$ cat config.mk
export PLATFORM = sky130hd
export DESIGN_NAME = graphics_scaled_viewer
export DESIGN_NICKNAME = d
export VERILOG_FILES = /design/src/rtl/graphics_scaled_viewer.sv
export SDC_FILE = /design/constraint.sdc
export NUM_CORES = 1
export LEC_CHECK = 0
export BUFFER_PORTS_ARGS = -buffer_cell sky130_fd_sc_hd__buf_2
export CAP_MARGIN = 10
export CORE_MARGIN = 4
export CORE_UTILIZATION = 25
export CTS_CLUSTER_DIAMETER = 120
export CTS_CLUSTER_SIZE = 12
export DETAILED_ROUTE_END_ITERATION = 10
export PLACE_DENSITY = 0.48
export SYNTH_ARGS = -nofsm -noshare
export SYNTH_HDL_FRONTEND = slang
export SYNTH_SLANG_ARGS = --single-unit
$ cat constraint.sdc
create_clock -name clk -period 3.65 [get_ports clk]
set_clock_uncertainty 0.1 [all_clocks]
set_input_delay 0.5475 -clock clk [delete_from_list [all_inputs] [get_ports clk]]
set_output_delay 0.5475 -clock clk [all_outputs]
set_load 0.005 [all_outputs]
$ cat src/rtl/graphics_scaled_viewer.sv
// Scaled framebuffer viewer: maps the VGA raster onto a banked image in RAM.
// Scale, origin and bank change tear-free at the frame boundary.
module graphics_scaled_viewer #(
  parameter int VGA_WIDTH      = 640,
  parameter int VGA_HEIGHT     = 480,
  parameter int COLOR_LEN      = 12,
  parameter int IMG_W_LOG2     = 7,
  parameter int IMG_H_LOG2     = 7,
  parameter int NUM_BANKS      = 2,
  parameter int MAX_SCALE_LOG2 = 3,
  parameter int RAM_LATENCY    = 2,
  parameter logic [COLOR_LEN-1:0] FILL_COLOR = 12'hfff,
  localparam int XW     = $clog2(VGA_WIDTH + 160),
  localparam int YW     = $clog2(VGA_HEIGHT + 45),
  localparam int SW     = (MAX_SCALE_LOG2 > 0) ? $clog2(MAX_SCALE_LOG2 + 1) : 1,
  localparam int BANK_W = (NUM_BANKS > 1) ? $clog2(NUM_BANKS) : 1,
  localparam int AW     = BANK_W + IMG_H_LOG2 + IMG_W_LOG2
) (
  input  logic                 clk,
  input  logic                 rst,
  input  logic                 blank,
  input  logic [XW-1:0]        vga_x,
  input  logic [YW-1:0]        vga_y,
  input  logic                 vga_hsync_in,
  input  logic                 vga_vsync_in,
  input  logic                 cfg_valid,
  output logic                 cfg_ready,
  input  logic [SW-1:0]        cfg_scale_log2,
  input  logic [XW-1:0]        cfg_x_org,
  input  logic [YW-1:0]        cfg_y_org,
  input  logic [BANK_W-1:0]    cfg_bank,
  output logic                 ram_readclk,
  output logic [AW-1:0]        ram_raddr,
  input  logic                 ram_outclk,
  input  logic [COLOR_LEN-1:0] ram_out,
  output logic [COLOR_LEN-1:0] vga_col,
  output logic                 vga_hsync_out,
  output logic                 vga_vsync_out,
  output logic                 frame_swap
);

  // Widened to int so the clamp stays meaningful for any SW/MAX combination.
  function automatic logic [SW-1:0] clamp_scale(input logic [SW-1:0] s);
    int v;
    v = int'(s);
    if (v > MAX_SCALE_LOG2) return SW'(MAX_SCALE_LOG2);
    else return s;
  endfunction

  logic [SW-1:0]     scale_r, pend_scale_r;
  logic [XW-1:0]     x_org_r, pend_x_org_r;
  logic [YW-1:0]     y_org_r, pend_y_org_r;
  logic [BANK_W-1:0] bank_r, pend_bank_r;
  logic              pend_valid_r, frame_swap_r;
  logic              capture_s, boundary_s;

  always_comb begin
    capture_s  = cfg_valid && !pend_valid_r;
    boundary_s = pend_valid_r && (vga_x == XW'(0)) && (vga_y == YW'(VGA_HEIGHT));
  end

  // Active/pending configuration; capture and swap are mutually exclusive on pend_valid_r.
  always_ff @(posedge clk) begin
    if (rst) begin
      scale_r      <= SW'(2);
      x_org_r      <= '0;
      y_org_r      <= '0;
      bank_r       <= '0;
      pend_scale_r <= '0;
      pend_x_org_r <= '0;
      pend_y_org_r <= '0;
      pend_bank_r  <= '0;
      pend_valid_r <= 1'b0;
      frame_swap_r <= 1'b0;
    end else begin
      frame_swap_r <= boundary_s;
      if (boundary_s) begin
        scale_r      <= pend_scale_r;
        x_org_r      <= pend_x_org_r;
        y_org_r      <= pend_y_org_r;
        bank_r       <= pend_bank_r;
        pend_valid_r <= 1'b0;
      end else if (capture_s) begin
        pend_scale_r <= clamp_scale(cfg_scale_log2);
        pend_x_org_r <= cfg_x_org;
        pend_y_org_r <= cfg_y_org;
        pend_bank_r  <= cfg_bank;
        pend_valid_r <= 1'b1;
      end
    end
  end

  assign cfg_ready  = !pend_valid_r;
  assign frame_swap = frame_swap_r;

  logic [XW-1:0] rx_s, sx_s;
  logic [YW-1:0] ry_s, sy_s;
  logic          in_win_s;

  // Window test on full-width shifted offsets so large offsets never alias into the image.
  always_comb begin
    rx_s        = vga_x - x_org_r;
    ry_s        = vga_y - y_org_r;
    sx_s        = rx_s >> scale_r;
    sy_s        = ry_s >> scale_r;
    in_win_s    = (vga_x >= x_org_r) && (vga_y >= y_org_r) &&
                  ((sx_s >> IMG_W_LOG2) == XW'(0)) && ((sy_s >> IMG_H_LOG2) == YW'(0));
    ram_readclk = !blank && in_win_s;
    ram_raddr   = {bank_r, sy_s[IMG_H_LOG2-1:0], sx_s[IMG_W_LOG2-1:0]};
  end

  // Tap layout: {primed, hsync, vsync, blank, in_win}; primed masks the colour until the line fills.
  logic [4:0] tap_in_s, tap_out_s;

  always_comb begin
    tap_in_s = {1'b1, vga_hsync_in, vga_vsync_in, blank, in_win_s};
  end

  generate
    if (RAM_LATENCY == 0) begin : g_wire
      assign tap_out_s = tap_in_s;
    end else begin : g_pipe
      logic [4:0] stage_r [RAM_LATENCY];

      // Delay line matching RAM read latency.
      always_ff @(posedge clk) begin
        if (rst) begin
          for (int i = 0; i < RAM_LATENCY; i++) stage_r[i] <= '0;
        end else begin
          stage_r[0] <= tap_in_s;
          for (int i = 1; i < RAM_LATENCY; i++) stage_r[i] <= stage_r[i-1];
        end
      end

      assign tap_out_s = stage_r[RAM_LATENCY-1];
    end
  endgenerate

  always_comb begin
    vga_hsync_out = tap_out_s[3];
    vga_vsync_out = tap_out_s[2];
    if (!tap_out_s[4] || tap_out_s[1]) begin
      vga_col = '0;
    end else if (tap_out_s[0] && ram_outclk) begin
      vga_col = ram_out;
    end else begin
      vga_col = FILL_COLOR;
    end
  end

endmodule
==> flow_summary_export.csv <==
group,metric,value,unit
worst_setup_path,required,3.00,ns
clock_network,clk_path_buf_depth,2,
timing,slew_violations,0,
min_path,hold_class,"reg -> reg",
placement,dpl_worst_slack,0.132,ns
synthesis,synth_top_area_cell,"dfxtp_1",
timing,max_freq,286,MHz
route,first_iter_violations,168,
route,drtAntennaViolNets,0,
synthesis,synth_top_cell_area_share,33.2,%
global_routing,grt_max_degree,58,
clock_network,hold_buffers,0,
floorplanning,initial_core_util,26.0,%
worst_setup_path,worst_setup_path_start_kind,"flip-flop",
global_routing,grt_first_pass_wirelength,16800,µm
floorplanning,core-area,13500,µm²
synthesis,ys_top_cells_by_area,"dfxtp_1, nand2_1, a21oi_1, ha_1, mux2i_1",
worst_setup_path,r2r_end,"g_pipe.stage_r[0][0]$_SDFF_PP0_",
synthesis,syn_inst,452,
layout,final_common_cell,"nand2_1",
layout,fillers,1487,
clock_network,cts_tree,"done",
timing,rsz0062_at_grt,"no",
synthesis,async_reset_ff_share,0,%
power,ir_drop,0.216,mV
synthesis,synth.distinct_cells,53,
layout,areaGrowthSynthToFinish,28.7,%
synthesis,synth_top_flop_cell,"dfxtp_1",
timing,timing.final.crit_share,95.7,%
status,status,"finished, final reports clean",
worst_setup_path,r2r_cells,9,
layout,stdcell_count,723,
worst_setup_path,setup.worst_path.start,"x_org_r[1]$_SDFFE_PP0P_",
timing,tns,0,ns
placement,dpl.cell_count,708,
clock_network,cts.sinks,58,
worst_setup_path,crit_path_end_kind,"output pin",
clock_network,root_buffer,"clkbuf_16",
layout,final_cell_mix,"nand2_1, buf_2, a21oi_1",
synthesis,ys_warn_count,0,
synthesis,synth_nets,536,
timing,fin_ws,0.158,ns
timing,slew_headroom,31.6,%
layout,drive_above_1_share,24.7,%
floorplanning,die_height,126,µm
floorplanning,die-area,16000,µm²
synthesis,mappedNetlistArea,3500,µm²
global_routing,grt_pass1_vias,3342,
power,cellLeakagePower,1.86,nW
clock_network,htree_levels,3,
global_routing,grt_usage,12.8,%
route,dr.pass1.iters,4,
worst_setup_path,crit_end,"ram_readclk",
worst_setup_path,r2r_start,"x_org_r[1]$_SDFFE_PP0P_",
route,vias,3372,
worst_setup_path,path_class,"reg -> out",
worst_setup_path,cp.arrival,2.84,ns
route,drt-total-wl,10300,µm
floorplanning,io_pins,94,
job,maxCapViolCount,0,
synthesis,ys_ff_latch,58,
global_routing,antenna_found_initial,0,
route,vias_per_cell,4.66,
timing,setup_viol_count_final,0,
placement,port-buffer-count,93,
synthesis,synth_edf_count,0,
synthesis,seq_area_frac_synth,33.2,%
global_routing,overflow,0,
placement,gp_congestion,0.860,
timing,hold_slack,0.336,ns
layout,fin_nets,627,
timing,fin_crit,3.49,ns
floorplanning,dieWidth,126,µm
timing,tightestPinTransition,1.03,ns
worst_setup_path,reg2reg_slack,1.08,ns
timing,hold_violations,0,
clock_network,clk_pin_slew_worst_paths,0.05,ns
floorplanning,fp-row-count,42,
synthesis,synth_area_per_cell,7.74,µm²
clock_network,insertion_delay,0.32,ns
clock_network,cts_buffers,9,
route,wl_per_cell,14.3,µm
worst_setup_path,critPathMaxFanout,3,
layout,antenna_cells,0,
placement,dp_hpwl,8210,µm
route,drcViolationCount,0,
power,power_density,388,nW/µm²
-- worst max-delay path, stage by stage, from the launching register on --
cell       delay (ns)
dfxtp_2          0.36
inv_1            0.05
ha_1             0.28
nor2b_1          0.16
o2111ai_2        0.22
nand3_4          0.14
a311oi_4         0.36
mux2_2           0.41
a31oi_2          0.22
nor4_2           0.07
buf_4            0.14
buf_2            0.12
-- through the flow --
stage / total power, mW / utilization [%] / area (µm²)
floorplan: 0.842 / - / 3500
detailed placement: 0.951 / 30.8 / 4150
finish: 1.75 / 33.5 / 4500
global route: 1.83 / 33.5 / 4500
CTS: 1.77 / 33.0 / 4440
global placement: 0.950 / 30.8 / 4150
-- worst min-delay path by stage --
stage	start	endpoint	slack, ns	depth (start not counted)
2_1_floorplan	g_pipe.stage_r[0][0]$_SDFF_PP0_	g_pipe.stage_r[0][5]$_SDFF_PP0_	0.31	1
3_3_place_gp	g_pipe.stage_r[0][3]$_SDFF_PP0_	g_pipe.stage_r[0][8]$_SDFF_PP0_	0.32	1
3_5_place_dp	g_pipe.stage_r[0][1]$_SDFF_PP0_	g_pipe.stage_r[0][6]$_SDFF_PP0_	0.32	1
4_1_cts	vga_vsync_in	g_pipe.stage_r[0][2]$_SDFF_PP0_	0.32	2
5_1_grt	vga_vsync_in	g_pipe.stage_r[0][2]$_SDFF_PP0_	0.33	2
6_report	g_pipe.stage_r[0][3]$_SDFF_PP0_	g_pipe.stage_r[0][8]$_SDFF_PP0_	0.34	1
-- where the power goes --
part / internal [mW] / switching (mW)
combinational: 0.127 / 0.156
sequential: 0.655 / 0.00935
clock: 0.539 / 0.261
total: 1.32 / 0.426
-- state kept, by name, indices dropped and copies added, names as in the netlist, 2 cells and up --
| signal | flops |
|---|---|
| g_pipe.stage_r | 10 |
| pend_x_org_r | 10 |
| pend_y_org_r | 10 |
| x_org_r | 10 |
| y_org_r | 10 |
| pend_scale_r | 2 |
| scale_r | 2 |
-- layer usage --
metal	share of wire (%)	track usage (%)	vias to the layer above	wire, µm
li1	-	-	1735	-
met1	49	17.7	1530	5030
met2	44	19.5	92	4530
met3	5.7	3.03	15	592
met4	1.9	4.73	0	198
met5	0	0	-	0
-- synthesized netlist by cell type, types with 3 or more instances --
library cell  count
nand2_1         108
a21oi_1          61
dfxtp_1          58
inv_1            27
nor2_1           23
ha_1             20
mux2i_1          16
o21a_1           16
clkbuf_1         15
nor2b_1          13
nor3_1            7
xnor2_1           7
o21ai_0           6
xor2_1            6
a21o_1            5
nor4_1            5
nand3_1           4
nand2b_1          3
o2111ai_1         3
o31a_1            3
-- layout make-up --
class	count	area [µm²]	share of cell area (%)
sequential	58	1160	25.8
clock inverter	3	40.0	0.889
tap	176	220	4.89
multi-input combinational	343	2190	48.6
clock buffer	12	246	5.48
inverter	28	105	2.33
timing repair buffer	103	541	12.0
-- cells by family (layout without fill, tap and decap cells) --
| kind of cell | Yosys count | after routing | synth area share, % |
|---|---|---|---|
| AO/OA/AOI/OAI | 114 | 114 | 21.5 |
| XOR/XNOR | 13 | 13 | 3.25 |
| adder cells (fa/ha/maj) | 22 | 22 | 8.30 |
| buffers and inverters | 51 | 146 | 6.29 |
| flip-flops | 58 | 58 | 33.2 |
| multiplexers | 18 | 18 | 5.22 |
| AND/OR/NAND/NOR | 176 | 176 | 22.3 |
-- timing repair --
| action | CTS | global route |
|---|---|---|
| resized for setup | 0 | 11 |
| setup endpoints to repair | 0 | 1 |
| hold endpoints to repair | 0 | 0 |
| buffers inserted | 0 | 0 |
Note: power is estimated with default switching activity, not from simulation.
